<file path="src/rtl/vid_stream_gen_pkg.sv">
// vid_pkg: shared definitions for the video pattern source and the mean-filter
// benches that consume its stream.
//   vid_state_t : generator FSM states
//   PAT_*       : pattern-select encodings for the 2-bit mode input
//   clog2_min1  : counter width helper, never returns less than 1
//   max2        : integer maximum, used to size the shared phase timer
package vid_pkg;

   typedef enum logic [2:0] {
      ST_IDLE   = 3'd0,
      ST_V_PRE  = 3'd1,
      ST_LINE   = 3'd2,
      ST_H_GAP  = 3'd3,
      ST_V_POST = 3'd4,
      ST_V_GAP  = 3'd5
   } vid_state_t;

   localparam logic [1:0] PAT_HRAMP = 2'b00;
   localparam logic [1:0] PAT_VRAMP = 2'b01;
   localparam logic [1:0] PAT_DIAG  = 2'b10;
   localparam logic [1:0] PAT_CONST = 2'b11;

   function automatic int clog2_min1(input int n);
      return (n > 1) ? $clog2(n) : 1;
   endfunction

   function automatic int max2(input int a, input int b);
      return (a > b) ? a : b;
   endfunction

endpackage

</file>
<file path="src/rtl/vid_stream_gen_if.sv">
// vid_stream_if: vsync/hsync/data video stream.
//   dout_vsync : field-valid, high around the whole frame
//   dout_hsync : line-valid, high around each active line
//   dout       : pixel, meaningful only while dout_hsync is high
// master = stream source, slave = stream sink.
interface vid_stream_if #(
   parameter int DW = 8
);
   logic          dout_vsync;
   logic          dout_hsync;
   logic [DW-1:0] dout;

   modport master (output dout_vsync, output dout_hsync, output dout);
   modport slave  (input  dout_vsync, input  dout_hsync, input  dout);
endinterface

</file>
<file path="src/rtl/vid_stream_gen_pattern.sv">
// vid_pattern: combinational pixel generator.
//   i_x, i_y  : pixel coordinates (truncated to DW)
//   i_mode    : PAT_HRAMP / PAT_VRAMP / PAT_DIAG / PAT_CONST
//   i_const   : constant pixel value for PAT_CONST
//   o_pixel   : pixel value
module vid_pattern
   import vid_pkg::*;
#(
   parameter int DW = 8,
   parameter int XW = 2,
   parameter int YW = 1
) (
   input  logic [XW-1:0] i_x,
   input  logic [YW-1:0] i_y,
   input  logic [1:0]    i_mode,
   input  logic [DW-1:0] i_const,
   output logic [DW-1:0] o_pixel
);

   logic [DW-1:0] w_x;
   logic [DW-1:0] w_y;

   assign w_x = DW'(i_x);
   assign w_y = DW'(i_y);

   always_comb begin
      o_pixel = '0;
      case (i_mode)
         PAT_HRAMP: o_pixel = w_x;
         PAT_VRAMP: o_pixel = w_y;
         PAT_DIAG:  o_pixel = w_x + w_y;   // wraps mod 2^DW
         PAT_CONST: o_pixel = i_const;
         default:   o_pixel = '0;
      endcase
   end

endmodule

</file>
<file path="src/rtl/vid_stream_gen.sv">
// vid_stream_gen: parameterised vsync/hsync/data frame source.
//   clk        : system clock
//   rst        : synchronous active-high reset
//   start      : frame request, only looked at in IDLE
//   cont       : continuous mode, sampled at each frame end
//   mode       : pattern select, latched on V_PRE entry
//   const_val  : constant pattern value, latched on V_PRE entry
//   o_vid      : stream output (vsync, hsync, pixel)
//   busy       : high from frame start until return to IDLE
//   frame_done : one-cycle pulse in the first vsync-low cycle after a frame
//
// state  | meaning
// IDLE   | no frame, all outputs low
// V_PRE  | vsync high, hsync low before the first line
// LINE   | active pixels, hsync high
// H_GAP  | hsync low between lines
// V_POST | vsync high, hsync low after the last line
// V_GAP  | vsync low between frames in continuous mode
module vid_stream_gen
   import vid_pkg::*;
#(
   parameter int DW     = 8,
   parameter int H_ACT  = 4,
   parameter int V_ACT  = 2,
   parameter int H_GAP  = 4,
   parameter int V_PRE  = 6,
   parameter int V_POST = 2,
   parameter int V_GAP  = 4
) (
   input  logic          clk,
   input  logic          rst,
   input  logic          start,
   input  logic          cont,
   input  logic [1:0]    mode,
   input  logic [DW-1:0] const_val,
   vid_stream_if.master  o_vid,
   output logic          busy,
   output logic          frame_done
);

   localparam int XW   = clog2_min1(H_ACT);
   localparam int YW   = clog2_min1(V_ACT);
   localparam int TMAX = max2(max2(max2(H_ACT, H_GAP), max2(V_PRE, V_POST)), V_GAP);
   localparam int TW   = clog2_min1(TMAX);

   // Timer load values: each phase counts down to zero, so load length-1.
   localparam logic [TW-1:0] TC_LINE  = TW'(H_ACT - 1);
   localparam logic [TW-1:0] TC_HGAP  = TW'(H_GAP - 1);
   localparam logic [TW-1:0] TC_VPRE  = TW'(V_PRE - 1);
   localparam logic [TW-1:0] TC_VPOST = TW'(V_POST - 1);
   localparam logic [TW-1:0] TC_VGAP  = TW'(V_GAP - 1);
   localparam logic [YW-1:0] Y_LAST   = YW'(V_ACT - 1);

   vid_state_t    r_state, w_state_nxt;
   logic [TW-1:0] r_tmr, w_tmr_nxt;
   logic [XW-1:0] r_x, w_x_nxt;
   logic [YW-1:0] r_y, w_y_nxt;
   logic [1:0]    r_mode;
   logic [DW-1:0] r_const;
   logic          r_vsync, r_hsync, r_busy, r_done;
   logic [DW-1:0] r_dout;

   logic          w_tc;
   logic          w_load_pat;
   logic          w_done;
   logic          w_vsync_nxt;
   logic          w_hsync_nxt;
   logic [DW-1:0] w_pix;

   assign w_tc = (r_tmr == '0);

   always_comb begin
      w_state_nxt = r_state;
      w_tmr_nxt   = r_tmr;
      w_x_nxt     = r_x;
      w_y_nxt     = r_y;
      w_load_pat  = 1'b0;
      w_done      = 1'b0;
      case (r_state)
         ST_IDLE: begin
            if (start) begin
               w_state_nxt = ST_V_PRE;
               w_tmr_nxt   = TC_VPRE;
               w_x_nxt     = '0;
               w_y_nxt     = '0;
               w_load_pat  = 1'b1;
            end
         end
         ST_V_PRE: begin
            if (w_tc) begin
               w_state_nxt = ST_LINE;
               w_tmr_nxt   = TC_LINE;
               w_x_nxt     = '0;
            end else begin
               w_tmr_nxt = r_tmr - TW'(1);
            end
         end
         ST_LINE: begin
            if (w_tc) begin
               if (r_y == Y_LAST) begin
                  w_state_nxt = ST_V_POST;
                  w_tmr_nxt   = TC_VPOST;
               end else begin
                  // Advance y here so it is already valid at the next LINE entry.
                  w_state_nxt = ST_H_GAP;
                  w_tmr_nxt   = TC_HGAP;
                  w_y_nxt     = r_y + YW'(1);
               end
            end else begin
               w_tmr_nxt = r_tmr - TW'(1);
               w_x_nxt   = r_x + XW'(1);
            end
         end
         ST_H_GAP: begin
            if (w_tc) begin
               w_state_nxt = ST_LINE;
               w_tmr_nxt   = TC_LINE;
               w_x_nxt     = '0;
            end else begin
               w_tmr_nxt = r_tmr - TW'(1);
            end
         end
         ST_V_POST: begin
            if (w_tc) begin
               w_done = 1'b1;
               if (cont) begin
                  w_state_nxt = ST_V_GAP;
                  w_tmr_nxt   = TC_VGAP;
               end else begin
                  w_state_nxt = ST_IDLE;
                  w_tmr_nxt   = '0;
               end
            end else begin
               w_tmr_nxt = r_tmr - TW'(1);
            end
         end
         ST_V_GAP: begin
            if (w_tc) begin
               w_state_nxt = ST_V_PRE;
               w_tmr_nxt   = TC_VPRE;
               w_x_nxt     = '0;
               w_y_nxt     = '0;
               w_load_pat  = 1'b1;
            end else begin
               w_tmr_nxt = r_tmr - TW'(1);
            end
         end
         default: begin
            w_state_nxt = ST_IDLE;
            w_tmr_nxt   = '0;
         end
      endcase
   end

   assign w_vsync_nxt = (w_state_nxt == ST_V_PRE) || (w_state_nxt == ST_LINE) ||
                        (w_state_nxt == ST_H_GAP) || (w_state_nxt == ST_V_POST);
   assign w_hsync_nxt = (w_state_nxt == ST_LINE);

   // Mode/const are latched on V_PRE entry, at least one cycle before the
   // first LINE, so the registered copies are always the ones in effect here.
   vid_pattern #(
      .DW (DW),
      .XW (XW),
      .YW (YW)
   ) u_pattern (
      .i_x     (w_x_nxt),
      .i_y     (w_y_nxt),
      .i_mode  (r_mode),
      .i_const (r_const),
      .o_pixel (w_pix)
   );

   // Outputs are registered from the next-state decode so they line up with
   // the state they describe.
   always_ff @(posedge clk) begin
      if (rst) begin
         r_state <= ST_IDLE;
         r_tmr   <= '0;
         r_x     <= '0;
         r_y     <= '0;
         r_mode  <= '0;
         r_const <= '0;
         r_vsync <= 1'b0;
         r_hsync <= 1'b0;
         r_dout  <= '0;
         r_busy  <= 1'b0;
         r_done  <= 1'b0;
      end else begin
         r_state <= w_state_nxt;
         r_tmr   <= w_tmr_nxt;
         r_x     <= w_x_nxt;
         r_y     <= w_y_nxt;
         if (w_load_pat) begin
            r_mode  <= mode;
            r_const <= const_val;
         end
         r_vsync <= w_vsync_nxt;
         r_hsync <= w_hsync_nxt;
         r_dout  <= w_hsync_nxt ? w_pix : '0;
         r_busy  <= (w_state_nxt != ST_IDLE);
         r_done  <= w_done;
      end
   end

   assign o_vid.dout_vsync = r_vsync;
   assign o_vid.dout_hsync = r_hsync;
   assign o_vid.dout       = r_dout;
   assign busy             = r_busy;
   assign frame_done       = r_done;

endmodule

</file>
<file path="src/flat_wrapper.sv">
// flat-port wrapper written by rule: the top's interface ports become plain ports
module vid_stream_gen_flat import vid_pkg::*;
#(
   parameter int DW     = 8,
   parameter int H_ACT  = 4,
   parameter int V_ACT  = 2,
   parameter int H_GAP  = 4,
   parameter int V_PRE  = 6,
   parameter int V_POST = 2,
   parameter int V_GAP  = 4
)
  (clk, rst, start, cont, mode, const_val, busy, frame_done, o_vid_dout_vsync, o_vid_dout_hsync, o_vid_dout);
  vid_stream_if #(.DW(DW)) o_vid_i ();
  input  logic clk;
  input  logic rst;
  input  logic start;
  input  logic cont;
  input  logic [1:0] mode;
  input  logic [DW-1:0] const_val;
  output logic busy;
  output logic frame_done;
  output wire logic [$bits(o_vid_i.dout_vsync)-1:0] o_vid_dout_vsync;
  output wire logic [$bits(o_vid_i.dout_hsync)-1:0] o_vid_dout_hsync;
  output wire logic [$bits(o_vid_i.dout)-1:0] o_vid_dout;
  assign o_vid_dout_vsync = o_vid_i.dout_vsync;
  assign o_vid_dout_hsync = o_vid_i.dout_hsync;
  assign o_vid_dout = o_vid_i.dout;
  vid_stream_gen #(.DW(DW), .H_ACT(H_ACT), .V_ACT(V_ACT), .H_GAP(H_GAP), .V_PRE(V_PRE), .V_POST(V_POST), .V_GAP(V_GAP)) u_core (.clk(clk), .rst(rst), .start(start), .cont(cont), .mode(mode), .const_val(const_val), .o_vid(o_vid_i), .busy(busy), .frame_done(frame_done));
endmodule
</file>
<file path="config.mk">
export PLATFORM = sky130hd
export DESIGN_NAME = vid_stream_gen_flat
export DESIGN_NICKNAME = d
export VERILOG_FILES = /design/src/rtl/vid_stream_gen_pkg.sv /design/src/rtl/vid_stream_gen_if.sv /design/src/rtl/vid_stream_gen_pattern.sv /design/src/rtl/vid_stream_gen.sv /design/src/flat_wrapper.sv
export SDC_FILE = /design/constraint.sdc
export NUM_CORES = 1
export LEC_CHECK = 0
export BUFFER_PORTS_ARGS = -buffer_cell sky130_fd_sc_hd__buf_2
export CAP_MARGIN = 20
export CORE_MARGIN = 3
export CORE_UTILIZATION = 58
export DETAILED_ROUTE_END_ITERATION = 16
export PLACE_DENSITY = 0.82
export SYNTH_ARGS = -nofsm -noshare
export SYNTH_HDL_FRONTEND = slang
export SYNTH_SLANG_ARGS = --single-unit
</file>
<file path="constraint.sdc">
create_clock -name clk -period 8.03 [get_ports clk]
set_clock_uncertainty 0.2 [all_clocks]
set_input_delay 1.606 -clock clk [delete_from_list [all_inputs] [get_ports clk]]
set_output_delay 1.606 -clock clk [all_outputs]
set_load 0.005 [all_outputs]
</file>
# Word-level counts from Yosys, hierarchy flattened
# Cells that the tools add are included.
# word_totals
output_inout_bits	12
romBits	0
ff_bits	31
mem_count	0
in_bits	14
latchBits	0
mem_bits_rw	0
elab_cells	70
# op_classes
mux	29
n_eq_ne	13
div_mod_pow	0
bitwise_logic	2
multipliers	0
order_cmp	0
add_sub_neg	4
n_shift	0
reduce_logical	11
# op_table
cell	count
$mux 3	12
$pmux 8 s4	1
$pmux 3 s5	2
$eq 3x2->1 const B	4
$mux 2	5
$eq 3x3->1 const B	3
$eq 3x1->1 const B	2
$logic_not 3->1	2
$mux 1	6
$pmux 2 s3	1
$reduce_or 2->1	3
$eq 2x2->1 const B	2
$add 2x1->3	1
$logic_or 1x1->1	3
$pmux 1 s3	1
$reduce_bool 3->1	1
$reduce_or 3->1	1
$sub 3x1->3 const B	1
$add 2x1->2 const B	1
$eq 2x1->1 const B	1
$logic_not 2->1	1
$ne 2x2->1 const B	1
$not 1->1	2
$pmux 1 s2	1
$add 1x1->1 const B	1

# Longest topological paths before layout
# logic_depth
word_depth	7
mapped_depth	13
mapped_depth_nobuf	13

# Modules after synthesis
# Synthesis repeated with hierarchy kept, for this count alone.
# hier_totals
hier_cells	156
area_unflattened_um2	1476.4
# modules_own_cells
mod	cells_per_inst	area_each_um2	n_inst	seq_area_each_um2
vid_stream_gen	141	1338.8	1	620.6
vid_pattern	15	137.6	1	0.0

# Least setup slack after synthesis
# Ideal clock, no wire load.
# synth_path
path_type	input-to-reg
from	in start
to	reg u_core.r_dout[1], in the netlist u_core.o_vid.dout[1]
n_path_buf	0
path_slack_ns	4.639
required_ns	7.715
t_arrival_ns	3.076
setup_time_ns	0.115
path_stages	9
path_cell_list	or3b_2 > a21oi_1 > a211o_1 > inv_1 > ha_1 > ha_1 > nand3b_1 > nand2_1 > o21a_1
# synth_via
word_cells_on_any_way	11
classes_between	add/sub (1); eq/ne (1); mux (7); bitwise (1); reduce/logical (1)
# synth_lines
item	line	rtl
start, declared	flat_wrapper.sv:16	input logic start;
$mux 1	vid_stream_gen.sv:81	if (start) begin
$pmux 1 s3	vid_stream_gen.sv:79	case (r_state)
named net u_core.u_pattern.i_y	vid_stream_gen_pattern.sv:14	input logic [YW-1:0] i_y,
$add 2x1->3	vid_stream_gen_pattern.sv:31	PAT_DIAG: o_pixel = w_x + w_y;
$pmux 8 s4	vid_stream_gen_pattern.sv:28	case (i_mode)
end signal, assigned	vid_stream_gen.sv:199	r_dout <= w_hsync_nxt ? w_pix : '0;
end, declared	vid_stream_gen.sv:61	logic [DW-1:0] r_dout;
# The timed path passes the listed nets, and every way through them passes these cells.
# A chain may end at the register's enable or synchronous reset.

# Worst setup path in the final report
# layout_path
from	in start
to	reg u_core.r_dout[0], in the netlist u_core.o_vid.dout[0]
# layout_via
word_cells_on_any_way	11
classes_between	add/sub (1); eq/ne (1); mux (7); bitwise (1); reduce/logical (1)
# layout_lines
item	line
$mux 1 (*)	vid_stream_gen.sv:81
$pmux 1 s3 (*)	vid_stream_gen.sv:79
named net u_core.u_pattern.i_y	vid_stream_gen_pattern.sv:14
$add 2x1->3	vid_stream_gen_pattern.sv:31
$pmux 8 s4 (*)	vid_stream_gen_pattern.sv:28
# Mark *: on every way through the listed nets, which the timed path passes. The rest lies on a longest branch.

==> impl_metrics.csv <==
group,metric,value,unit
min_path,min_path_type,"flop to flop",
timing,setup_slack,4.71,ns
setup_path,cp_max_fo,4,
final_layout,seq_area,621,um^2
pwr,ir_drop,0.170,mV
pwr,p_total,365,uW
grt,grt_usage,0.196,
clock_tree,h-tree-depth,2,
setup_path,worst-setup-path-type,"input pin to flop",
pwr,cellPowerDensity,220,nW/um^2
final_layout,multi_input_area,771,um^2
min_path,holdPathStages,2,
logic_synthesis,syn-num-nets,180,
clock_tree,post_cts_buffers,0,
place,placed_cells,203,
clock_tree,numCtsBuffers,5,
job,drv_cap,0,
grt,grt_pass1_vias,1085,
clock_tree,tritoncts,"done",
logic_synthesis,seq_area_frac_synth,0.419,
timing,hold_viol,0,
final_layout,fin_cells,212,
route,avgViaCountPerCell,5.77,
grt,grt_pass1_wl,4860,um
route,drt-pass1-iter-count,4,
clock_tree,cts.sinks,31,
setup_path,crit_path_end_kind,"flop",
logic_synthesis,ys_ff_latch,31,
timing,tns,0,ns
clock_tree,post_cts_resized,0,
final_layout,fillCellCount,188,
grt,grt_overflow,0,
logic_synthesis,synth_edf_count,0,
floorplan,die_h,56.5,um
final_layout,nNetsFinal,202,
floorplan,rows,17,
pwr,p_leak,0.761,nW
timing,relSlewSlack,0.601,
setup_path,arrival,3.33,ns
route,drtAntennaViolNets,0,
place,gp_congestion,0.780,
status,outcome,"completed",
setup_path,path_cells,"buf_2 -> or3b_2 -> a21oi_1 -> a211o_1 -> inv_1 -> ha_1 -> inv_1 -> a21oi_1 -> a31oi_1 -> o21ai_0 -> o311a_1",
logic_synthesis,syn-cell-area,1480,um^2
route,drcViolationCount,0,
place,dpl_worst_slack,4.25,ns
place,portBuffers,25,
logic_synthesis,netlist_instances,161,
timing,fin_crit,3.32,ns
timing,grt_setup_unrepaired,"no",
floorplan,start_util,0.638,
logic_synthesis,syn_area_per_cell,9.19,um^2
place,dp_hpwl,2110,um
setup_path,max_stage_delay,0.46,ns
floorplan,ioPinCount,26,
clock_tree,postCtsHoldBufs,0,
final_layout,mostFrequentLayoutCells,"dfxtp_1, buf_2, nor2_1, a21oi_1, mux2i_1",
logic_synthesis,synth_warnings,0,
logic_synthesis,async_flop_share,0,
route,num_vias,1224,
clock_tree,clk_pin_slew_worst_paths,0.09,ns
floorplan,core-area,2320,um^2
timing,fmax,0.301,GHz
route,drtIter0Drc,42,
clock_tree,clk_latency,0.32,ns
logic_synthesis,synthFlopType,"dfxtp_1",
route,wl_per_cell,13.7,um
clock_tree,cts_max_path_buffers,2,
floorplan,dieWidth,56.5,um
clock_tree,root_buffer,"clkbuf_4",
final_layout,n_antenna_cell,0,
route,drt_wl_total,2910,um
setup_path,worstPathRequired,8.04,ns
grt,grt_max_degree,23,
final_layout,drive_above_1_share,0.234,
timing,min_period_over_period,0.414,
final_layout,final_common_cell,"dfxtp_1",
timing,setup_viol,0,
setup_path,critPathLaunchType,"input pin",
grt,antenna_found_initial,0,
final_layout,area_growth,12.0,%
timing,drv_slew,0,
logic_synthesis,synth_cell_types,46,
setup_path,reg2regPathDepth,13,
timing,worstMarginPinSlew,0.598,ns
setup_path,cp_slowest_cell,"or3b_2",
floorplan,die_area,3190,um^2
[synthesized netlist by cell type, types with 2 or more instances]
cell type / number / area [um^2]
a22oi_1: 3 / 22.5
and3_1: 5 / 31.3
nor2_1: 20 / 75.1
nand2_1: 4 / 15.0
nand3_1: 4 / 20.0
mux2i_1: 11 / 110
a21oi_1: 11 / 55.1
nand2b_1: 3 / 18.8
ha_1: 5 / 62.6
nor2b_1: 3 / 18.8
o21ai_0: 4 / 20.0
nand3b_1: 4 / 30.0
nor3_1: 3 / 15.0
a32oi_1: 2 / 17.5
inv_1: 8 / 30.0
a31oi_1: 3 / 18.8
clkbuf_1: 4 / 15.0
or3b_1: 2 / 17.5
buf_2: 5 / 25.0
dfxtp_1: 31 / 621
[cell families (layout without fill, tap and decap cells)]
| kind of cell | Yosys count | count (layout) | synth area share |
|---|---|---|---|
| simple gates | 58 | 58 | 0.221 |
| compound gates | 36 | 36 | 0.172 |
| flops | 31 | 31 | 0.419 |
| fa+ha+maj | 5 | 5 | 0.0423 |
| mux | 12 | 12 | 0.0845 |
| buf+inv | 19 | 42 | 0.0600 |
[sequential cells by signal, summed over array words and instances, names as in the netlist]
register,flops
u_core.o_vid.dout,8
u_core.r_y,1
u_core.frame_done,1
u_core.o_vid.dout_vsync,1
u_core.o_vid.dout_hsync,1
u_core.r_x,2
u_core.r_state,3
u_core.r_mode,2
u_core.r_const,8
u_core.r_tmr,3
u_core.busy,1
[layout make-up]
class                           count  area share
Clock buffer                        8      0.0415
Sequential cell                    31       0.374
Tap cell                           28      0.0211
Timing Repair Buffer               26      0.0800
Multi-Input combinational cell    111       0.465
Inverter                            8      0.0181
[power by group]
part | switching (mW) | internal, mW | total [mW]
Combinational | 0.0444 | 0.0397 | 0.0841
Clock | 0.0481 | 0.0515 | 0.0996
Sequential | 0.0155 | 0.166 | 0.181
[metal layers]
| layer | up-vias | share of wire | track usage |
|---|---|---|---|
| li1 | 617 | - | - |
| met1 | 559 | 0.45 | 0.246 |
| met2 | 42 | 0.47 | 0.302 |
| met3 | 6 | 0.064 | 0.0805 |
| met4 | 0 | 0.011 | 0.0678 |
| met5 | - | 0 | 0 |
[critical path, delay by kind of cell]
family | cells | cell delay, ns
fa+ha+maj | 1 | 0.26
simple gates | 1 | 0.46
buf+inv | 3 | 0.22
compound gates | 6 | 0.80
[stage by stage]
| step | area (um^2) | util | hold slack [ns] |
|---|---|---|---|
| 2_1_floorplan | 1480 | - | 0.252 |
| 5_1_grt | 1660 | 0.715 | 0.319 |
| 3_3_place_gp | 1580 | 0.682 | 0.265 |
| 3_5_place_dp | 1580 | 0.682 | 0.281 |
| 6_report | 1660 | 0.715 | 0.297 |
| 4_1_cts | 1650 | 0.712 | 0.303 |
[final timing paths]
path                                         from                    to  slack [ns]
worst min register to register  u_core.r_const[5]     u_core.r_const[5]        0.30
worst max register to register    u_core.r_tmr[0]  u_core.o_vid.dout[0]        4.94
worst min-delay path            u_core.r_const[5]     u_core.r_const[5]        0.30
worst max-delay path                        start  u_core.o_vid.dout[0]        4.71
Note: power is estimated with default switching activity, not from simulation.
